<file path="config.mk">
export PLATFORM = sky130hd
export DESIGN_NAME = axis_jtag_multi_v2
export DESIGN_NICKNAME = d
export VERILOG_FILES = /design/src/rtl/axis_jtag_multi_v2.sv
export SDC_FILE = /design/constraint.sdc
export NUM_CORES = 1
export LEC_CHECK = 0
export ABC_AREA = 1
export BUFFER_PORTS_ARGS = -buffer_cell sky130_fd_sc_hd__buf_4
export CORE_ASPECT_RATIO = 2
export CORE_MARGIN = 1
export CORE_UTILIZATION = 55
export CTS_CLUSTER_SIZE = 10
export DETAILED_ROUTE_END_ITERATION = 10
export PLACE_DENSITY = 0.88
export SLEW_MARGIN = 10
export SYNTH_ARGS = -nofsm -noshare
export SYNTH_HDL_FRONTEND = slang
export SYNTH_SLANG_ARGS = --single-unit
</file>
<file path="constraint.sdc">
create_clock -name s_axis_aclk -period 4.3 [get_ports s_axis_aclk]
set_input_delay 0.215 -clock s_axis_aclk [delete_from_list [all_inputs] [get_ports s_axis_aclk]]
set_output_delay 0.215 -clock s_axis_aclk [all_outputs]
set_load 0.005 [all_outputs]
</file>
<file path="src/rtl/axis_jtag_multi_v2.sv">
// AXI-Stream command engine that shifts TMS/TDI vectors into one of C_NUM_CHAN JTAG chains
// and returns captured TDO bits. Define AXIS_JTAG_LOOPBACK_EN to make channel 0xFF an internal loopback.
module axis_jtag_multi_v2 #(
    parameter int C_VEC_WIDTH       = 32,
    parameter int C_NUM_CHAN        = 2,
    parameter int C_TCK_CLOCK_RATIO = 4
) (
    input  logic                     s_axis_aclk,
    input  logic                     s_axis_aresetn,
    input  logic [2*C_VEC_WIDTH-1:0] s_axis_tdata,
    input  logic [15:0]              s_axis_tuser,
    input  logic                     s_axis_tvalid,
    output logic                     s_axis_tready,
    input  logic                     s_axis_tlast,
    output logic [C_VEC_WIDTH-1:0]   m_axis_tdata,
    output logic                     m_axis_tvalid,
    input  logic                     m_axis_tready,
    output logic                     m_axis_tlast,
    output logic [C_NUM_CHAN-1:0]    jtag_tck,
    output logic [C_NUM_CHAN-1:0]    jtag_tms,
    output logic [C_NUM_CHAN-1:0]    jtag_tdi,
    input  logic [C_NUM_CHAN-1:0]    jtag_tdo,
    output logic                     busy,
    output logic                     err_chan
);

    localparam int HALF = C_TCK_CLOCK_RATIO / 2;
    localparam int LW   = (C_VEC_WIDTH > 1) ? $clog2(C_VEC_WIDTH) : 1;
    localparam int PW   = (HALF > 1) ? $clog2(HALF) : 1;

    typedef enum logic [1:0] {IDLE, SHIFT_LO, SHIFT_HI, RESP} state_t;

    state_t                 state;
    logic [C_VEC_WIDTH-1:0] tdi_r, tms_r, capture, cap_next, mdata_q;
    logic [LW-1:0]          len_r, bit_cnt, bit_nxt;
    logic [PW-1:0]          phase;
    logic [C_NUM_CHAN-1:0]  sel_mask, tck_q, tms_q, tdi_q, cmd_mask;
    logic                   loop_r, tready_q, mvalid_q, mlast_q, err_q;
    logic [7:0]             cmd_chan, cmd_len;
    logic                   cmd_legal, cmd_loop, phase_last, cap_bit;

    assign cmd_chan   = s_axis_tuser[15:8];
    assign cmd_len    = (s_axis_tuser[7:0] > 8'(C_VEC_WIDTH-1)) ? 8'(C_VEC_WIDTH-1) : s_axis_tuser[7:0];
    assign cmd_legal  = cmd_chan < 8'(C_NUM_CHAN);
`ifdef AXIS_JTAG_LOOPBACK_EN
    assign cmd_loop   = cmd_chan == 8'hFF;
`else
    assign cmd_loop   = 1'b0;
`endif
    assign cmd_mask   = cmd_legal ? (C_NUM_CHAN'(1) << cmd_chan) : '0;
    assign bit_nxt    = bit_cnt + LW'(1);
    assign phase_last = phase == PW'(HALF-1);
    // Loopback reflects the TDI bit; otherwise only the selected chain's TDO contributes.
    assign cap_bit    = loop_r ? tdi_r[bit_cnt] : |(jtag_tdo & sel_mask);

    always_comb begin
        cap_next = capture;
        if (state == SHIFT_HI && phase == '0)
            cap_next[bit_cnt] = cap_bit;
    end

    // NOTE: all state updates use non-blocking assignments so every register samples pre-edge values.
    always_ff @(posedge s_axis_aclk) begin
        if (!s_axis_aresetn) begin
            state    <= IDLE;
            tdi_r    <= '0;
            tms_r    <= '0;
            capture  <= '0;
            mdata_q  <= '0;
            len_r    <= '0;
            bit_cnt  <= '0;
            phase    <= '0;
            sel_mask <= '0;
            tck_q    <= '0;
            tms_q    <= '0;
            tdi_q    <= '0;
            loop_r   <= 1'b0;
            tready_q <= 1'b0;
            mvalid_q <= 1'b0;
            mlast_q  <= 1'b0;
            err_q    <= 1'b0;
        end else begin
            err_q <= 1'b0;
            case (state)
                IDLE: begin
                    tready_q <= 1'b1;
                    if (s_axis_tvalid && tready_q) begin
                        tready_q <= 1'b0;
                        tdi_r    <= s_axis_tdata[C_VEC_WIDTH-1:0];
                        tms_r    <= s_axis_tdata[2*C_VEC_WIDTH-1:C_VEC_WIDTH];
                        len_r    <= cmd_len[LW-1:0];
                        mlast_q  <= s_axis_tlast;
                        bit_cnt  <= '0;
                        phase    <= '0;
                        capture  <= '0;
                        sel_mask <= cmd_mask;
                        loop_r   <= cmd_loop;
                        if (cmd_legal || cmd_loop) begin
                            state <= SHIFT_LO;
                            // Bit 0 goes out with the accept so TCK-low starts the very next cycle.
                            if (cmd_legal) begin
                                tms_q <= s_axis_tdata[C_VEC_WIDTH] ? cmd_mask : '0;
                                tdi_q <= s_axis_tdata[0] ? cmd_mask : '0;
                            end
                        end else begin
                            err_q    <= 1'b1;
                            state    <= RESP;
                            mvalid_q <= 1'b1;
                            mdata_q  <= '0;
                        end
                    end
                end
                SHIFT_LO: begin
                    phase <= phase + PW'(1);
                    if (phase_last) begin
                        phase <= '0;
                        state <= SHIFT_HI;
                        tck_q <= sel_mask;
                    end
                end
                SHIFT_HI: begin
                    capture <= cap_next;
                    phase   <= phase + PW'(1);
                    if (phase_last) begin
                        phase <= '0;
                        tck_q <= '0;
                        if (bit_cnt == len_r) begin
                            state    <= RESP;
                            mvalid_q <= 1'b1;
                            mdata_q  <= cap_next;
                        end else begin
                            bit_cnt <= bit_nxt;
                            state   <= SHIFT_LO;
                            if (!loop_r) begin
                                tms_q <= tms_r[bit_nxt] ? sel_mask : '0;
                                tdi_q <= tdi_r[bit_nxt] ? sel_mask : '0;
                            end
                        end
                    end
                end
                RESP: begin
                    if (m_axis_tready) begin
                        mvalid_q <= 1'b0;
                        tready_q <= 1'b1;
                        state    <= IDLE;
                    end
                end
                default: state <= IDLE;
            endcase
        end
    end

    assign s_axis_tready = tready_q;
    assign m_axis_tdata  = mdata_q;
    assign m_axis_tvalid = mvalid_q;
    assign m_axis_tlast  = mlast_q;
    assign jtag_tck      = tck_q;
    assign jtag_tms      = tms_q;
    assign jtag_tdi      = tdi_q;
    assign busy          = state != IDLE;
    assign err_chan      = err_q;

endmodule

</file>
# After elaboration in Yosys (flattened, before gate mapping)
# Index checks and enable logic that the tools add are counted.
# word_totals
out_inout_bits	43
reg_bits	153
word_cells	119
input_bits	87
# op_classes
bitwise	2
n_lt_le_gt_ge	5
n_eq_ne	12
n_addsub	2
n_reduce_logical	23
shift	1
n_mux	58
# ops
operator	n
2-to-1 mux 32 bit	6
one-hot mux 32 bit (2 select lines)	2
2-to-1 mux 2 bit	21
bitwise mux 32 bit	1
2-to-1 mux 5 bit	4
inequality test 2 bit (second input constant)	7
2-to-1 mux 1 bit	13
less-than comparator 5 x 6 -> 1 bit (second input constant)	2
one-hot mux 2 bit (2 select lines)	3
binary-select mux 1 bit (select 5 bit)	2
one-hot mux 5 bit (2 select lines)	1
AND reduction 5 bit	2
nonzero test 2 bit	5
greater-than comparator 8 x 5 -> 1 bit (second input constant)	1
less-than comparator 8 x 2 -> 1 bit (second input constant)	1
one-hot mux 2 bit (4 select lines)	1
AND reduction 2 bit	4
AND reduction 4 bit	2
left shift 1 x 8 -> 2 bit (first input constant)	1
AND reduction 3 bit	2
AND reduction 6 bit	1
adder 5 x 1 -> 5 bit (second input constant)	1
demux 1 bit (select 5 bit)	1
== test 5 bit	1
other kinds (13)	18

# Depth between registers and ports, before layout
# logic_depth
word_depth	9
depth_mapped	13

# Least setup slack after synthesis
# No wires, ideal clock.
# synth_timing
path_kind	register to register
startpoint	register bit_cnt[0]
endpoint	register tdi_q[0], in the netlist jtag_tdi[0]
stages_incl_launch_ff	14
required_ns	4.230
t_arrival_ns	1.966
path_slack_ns	2.264
cell_sequence	dfxtp_1 -> buf_4 -> inv_2 -> buf_2 -> ha_1 -> buf_2 -> inv_1 -> buf_2 -> nand3_1 -> nand3_1 -> nand3_1 -> nand3_1 -> nand3_1 -> a21oi_1
# synth_between
elab_chain_len	7
word_cells_on_any_way	10
cone_classes	1 x add/sub; 2 x eq/ne; 6 x mux; 1 x reduce/logical
# synth_rtl
item	line	source
start, declared	35	logic [LW-1:0] len_r, bit_cnt, bit_nxt;
start signal, assigned	132	bit_cnt <= bit_nxt;
adder 5 x 1 -> 5 bit	51	assign bit_nxt = bit_cnt + LW'(1);
binary-select mux 1 bit (select 5 bit)	136	tdi_q <= tdi_r[bit_nxt] ? sel_mask : '0;
2-to-1 mux 1 bit (not written as such)	136	
2-to-1 mux 2 bit	136	
2-to-1 mux 2 bit	127	if (bit_cnt == len_r) begin
2-to-1 mux 2 bit	124	if (phase_last) begin
one-hot mux 2 bit (2 select lines)	84	case (state)
end signal, assigned	103	tdi_q <= s_axis_tdata[0] ? cmd_mask : '0;
end signal, assigned	136	
end, declared	37	logic [C_NUM_CHAN-1:0] sel_mask, tck_q, tms_q, tdi_q, cmd_mask;
# Parallel ways exist; a longest one is shown, timed or not. The select of a mux whose other input is x is not followed.
# A chain may end at the register's enable or synchronous reset.

# Final worst setup path
# layout_timing
startpoint	register state[0]
endpoint	register capture[0]
# layout_between
elab_chain_len	4
word_cells_on_any_way	8
cone_classes	2 x eq/ne; 2 x mux; 4 x reduce/logical
# layout_rtl
item	line	source
start, declared	33	state_t state;
start signal, assigned	65	state <= IDLE;
start signal, assigned	99	state <= SHIFT_LO;
start signal, assigned	107	state <= RESP;
== test 2 bit	58, 84	
logical AND 1 bit	58	if (state == SHIFT_HI && phase == '0)
2-to-1 mux 32 bit	58	
one-hot mux 32 bit (2 select lines)	84	
end signal, assigned	122	capture <= cap_next;
end, declared	34	logic [C_VEC_WIDTH-1:0] tdi_r, tms_r, capture, cap_next, mdata_q;
# Parallel ways exist; a longest one is shown, timed or not.

==> flow_summary.toml <==
[job]
max_cap_viol_count = 0

[worst_setup_path]
crit_start = "state[0]"
cp.arrival_ns = 3.54
crit_slowest_cell = "inv_1"
worstPathCellList = "inv_1, ha_1, inv_2, nand2_1, nand2_2, inv_1, nand2_1, a21oi_1"
critPathKind = "flop to flop"
end_kind = "flop"
crit_buf_inv = 3
r2r-start = "state[0]"
crit_fanout = 36
startpoint_type = "flop"
cpPeakStageDelay_ns = 0.66
path_delay_family = "buffers and inverters"
critPathRequiredTime_ns = 4.56

[layout]
multi_input_area_mm2 = 0.00341
finalNonFillerCells = 1288
fill_cells = 1049
antenna_cells = 0
drive_gt1_share_pct = 17.2
utilization_pct = 68.6
nets = 1220
register_area_mm2 = 0.00306
syn2layout_area_growth_pct = 20.7

[place]
pre_cts_ws_ns = 1.17
dp_hpwl_mm = 13.9
globalplace.congestion = 0.922
place_inst = 1256
io_buffers = 129

[sta]
min_period_ns = 3.27
period_share_pct = 76.1
skew_ns = 0.0109
setup_viol = 0
maxSlewHeadroom_pct = 21.1
totalNegativeSetupSlack_ns = 0
final.setup.worst_slack_ns = 1.03
slew_violations = 0
grt_setup_unrepaired = "false"
fmax_ghz = 0.306
worst_slew_pin_slew_ns = 1.18
hold_viol = 0

[routing]
ant_nets = 0
drtPass1Iterations = 5
num_vias = 7376
drt-total-wl_mm = 19.8
drc = 0
initialDrtViolationCount = 406
vias_per_cell = 5.73
wl_per_cell_um = 15.3

[synth]
ys_ff_latch = 153
syn_area_per_cell_um2 = 6.96
synthesis.nets = 1132
synthSimpleGateAreaFrac_pct = 27.2
synth_top_family_by_area = "simple AND/OR/NAND/NOR gates"
yosysWarnings = 0
yosysUniqueCellTypes = 31
synthMuxAreaShare_pct = 0
synthAdderAreaFrac_pct = 1.39
synth_xor_area_share_pct = 0.364
seq_area_frac_synth_pct = 42.4
synthCells = 1037
synth-compound-area-share_pct = 18.3
synth_area_mm2 = 0.00722

[cts]
cts_max_path_buffers = 2
cts_setup_buffers = 0
hold_buffers = 0
ctsRootBufferMaster = "clkbuf_16"
post_cts_resized = 0
cts_tree = "done"
cts-htree-levels = 4
clock_latency_ns = 0.42
cts-buffers-inserted = 17
clock-sinks = 153
path_clk_slew_ns = 0.06

[grt]
gr-total-overflow = 0
grt_usage_pct = 29.4
grt_max_degree = 79
grt_pass1_wl_mm = 32.4
antenna_found_initial = 0
grt_pass1_vias = 7179

[floorplanning]
start_util_pct = 56.8
fp.dieH_um = 164
dieArea_mm2 = 0.0136
io_pins = 130
num_rows = 58
die_x_um = 83.0
core-area_mm2 = 0.0127

[hold_path]
hp-start = "s_axis_tlast"
hold_path_class = "input pin to flop"

[power]
p_leak_uw = 0.00347
power.density_mw_per_mm2 = 553
total_power_uw = 4820
peakVddDrop_v = 0.000495

[run_status]
status = "complete, no violations"
## where the power goes
group          switching (uW)  internal (uW)
Combinational            1190            442
Sequential               97.8           1620
Clock                     626            842
## layout make-up
class / count / share of cell area [%]
multi-input cells: 702 / 39.2
flip-flops and latches: 153 / 35.2
repair buffers: 136 / 11.7
clock buffers: 19 / 5.20
inverters: 115 / 4.97
well taps: 150 / 2.16
clock inverters: 13 / 1.54
## layer usage
layer / GRT usage, % / routed length [um] / vias up
met4: 20.1 / 1070 / 0
met2: 56.0 / 10800 / 286
li1: - / - / 3625
met3: 3.77 / 945 / 92
met1: 29.0 / 6960 / 3373
met5: 0 / 0 / -
## kinds of logic after synthesis
logic type | count (synthesis)
AOI/OAI and AO/OA | 260
xor gates and xnor gates | 3
adders and majority gates | 8
buffers and inverters | 182
DFF | 153
and+or+nand+nor | 431
## final timing paths
check	slack, ns	depth (start not counted)	to
setup / recovery	1.03	8	capture[0]
hold / removal	0.04	3	m_axis_tlast
setup reg to reg	1.03	8	capture[0]
hold reg to reg	0.45	2	tdi_r[26]
## cells in the final DEF, fill, tap and decap left out
master / netlist / routed
o21ai_0: 76 / 76
clkbuf_8: 0 / 2
clkbuf_16: 0 / 17
nand3_4: 1 / 1
dfxtp_1: 153 / 153
nand3_1: 71 / 71
inv_2: 9 / 9
inv_6: 0 / 4
buf_4: 4 / 136
a21oi_1: 177 / 177
nor4_2: 1 / 1
clkinv_2: 0 / 1
xor2_1: 2 / 2
nor2_2: 5 / 5
a221oi_1: 3 / 3
nor2_1: 28 / 28
o211ai_1: 2 / 2
nand2_4: 2 / 2
ha_1: 8 / 8
inv_1: 106 / 105
nand2_2: 1 / 1
nand4_1: 36 / 36
o21ai_2: 0 / 1
nor3_2: 1 / 1
nor3_1: 62 / 62
clkinv_4: 0 / 4
a31oi_1: 1 / 1
or2_2: 2 / 2
xnor2_1: 1 / 1
clkinvlp_4: 0 / 3
inv_8: 0 / 1
nand2_1: 217 / 217
nand3_2: 2 / 2
nor2_4: 2 / 2
bufinv_16: 0 / 1
## stage by stage
stage | hold slack, ns | area [um^2]
2_1_floorplan | 0.347 | 7220
3_3_place_gp | 0.441 | 8120
3_5_place_dp | 0.443 | 8120
4_1_cts | 0.0308 | 8710
5_1_grt | 0.0568 | 8710
6_report | 0.0377 | 8710
## synth_stat cells (all sizes together)
library cell / count / area (um^2)
a31oi: 1 / 6.26
nand4: 36 / 225
ha: 8 / 100
dfxtp: 153 / 3060
clkbuf: 41 / 154
a21oi: 177 / 886
nand3: 74 / 393
buf: 26 / 156
nor3: 63 / 320
nor2: 35 / 159
o21ai: 77 / 385
o211ai: 2 / 15.0
xor2: 2 / 17.5
xnor2: 1 / 8.76
nand2: 220 / 843
inv: 115 / 432
or2: 2 / 12.5
nor4: 1 / 12.5
a221oi: 3 / 26.3
## tightest hold or removal path, delay by kind of cell
family | cells | cell delay [ns]
simple gates | 2 | 0.12
buf+inv | 1 | 0.08
## sequential cells by signal, summed over array words and instances, names as in the netlist
| register | cells |
|---|---|
| capture | 32 |
| m_axis_tdata | 32 |
| tdi_r | 32 |
| tms_r | 32 |
| bit_cnt | 5 |
| len_r | 5 |
| jtag_tck | 2 |
| jtag_tdi | 2 |
| jtag_tms | 2 |
| sel_mask | 2 |
| state | 2 |
| err_chan | 1 |
| m_axis_tlast | 1 |
| m_axis_tvalid | 1 |
| phase | 1 |
| s_axis_tready | 1 |
Power figures use the tool's default switching activity.
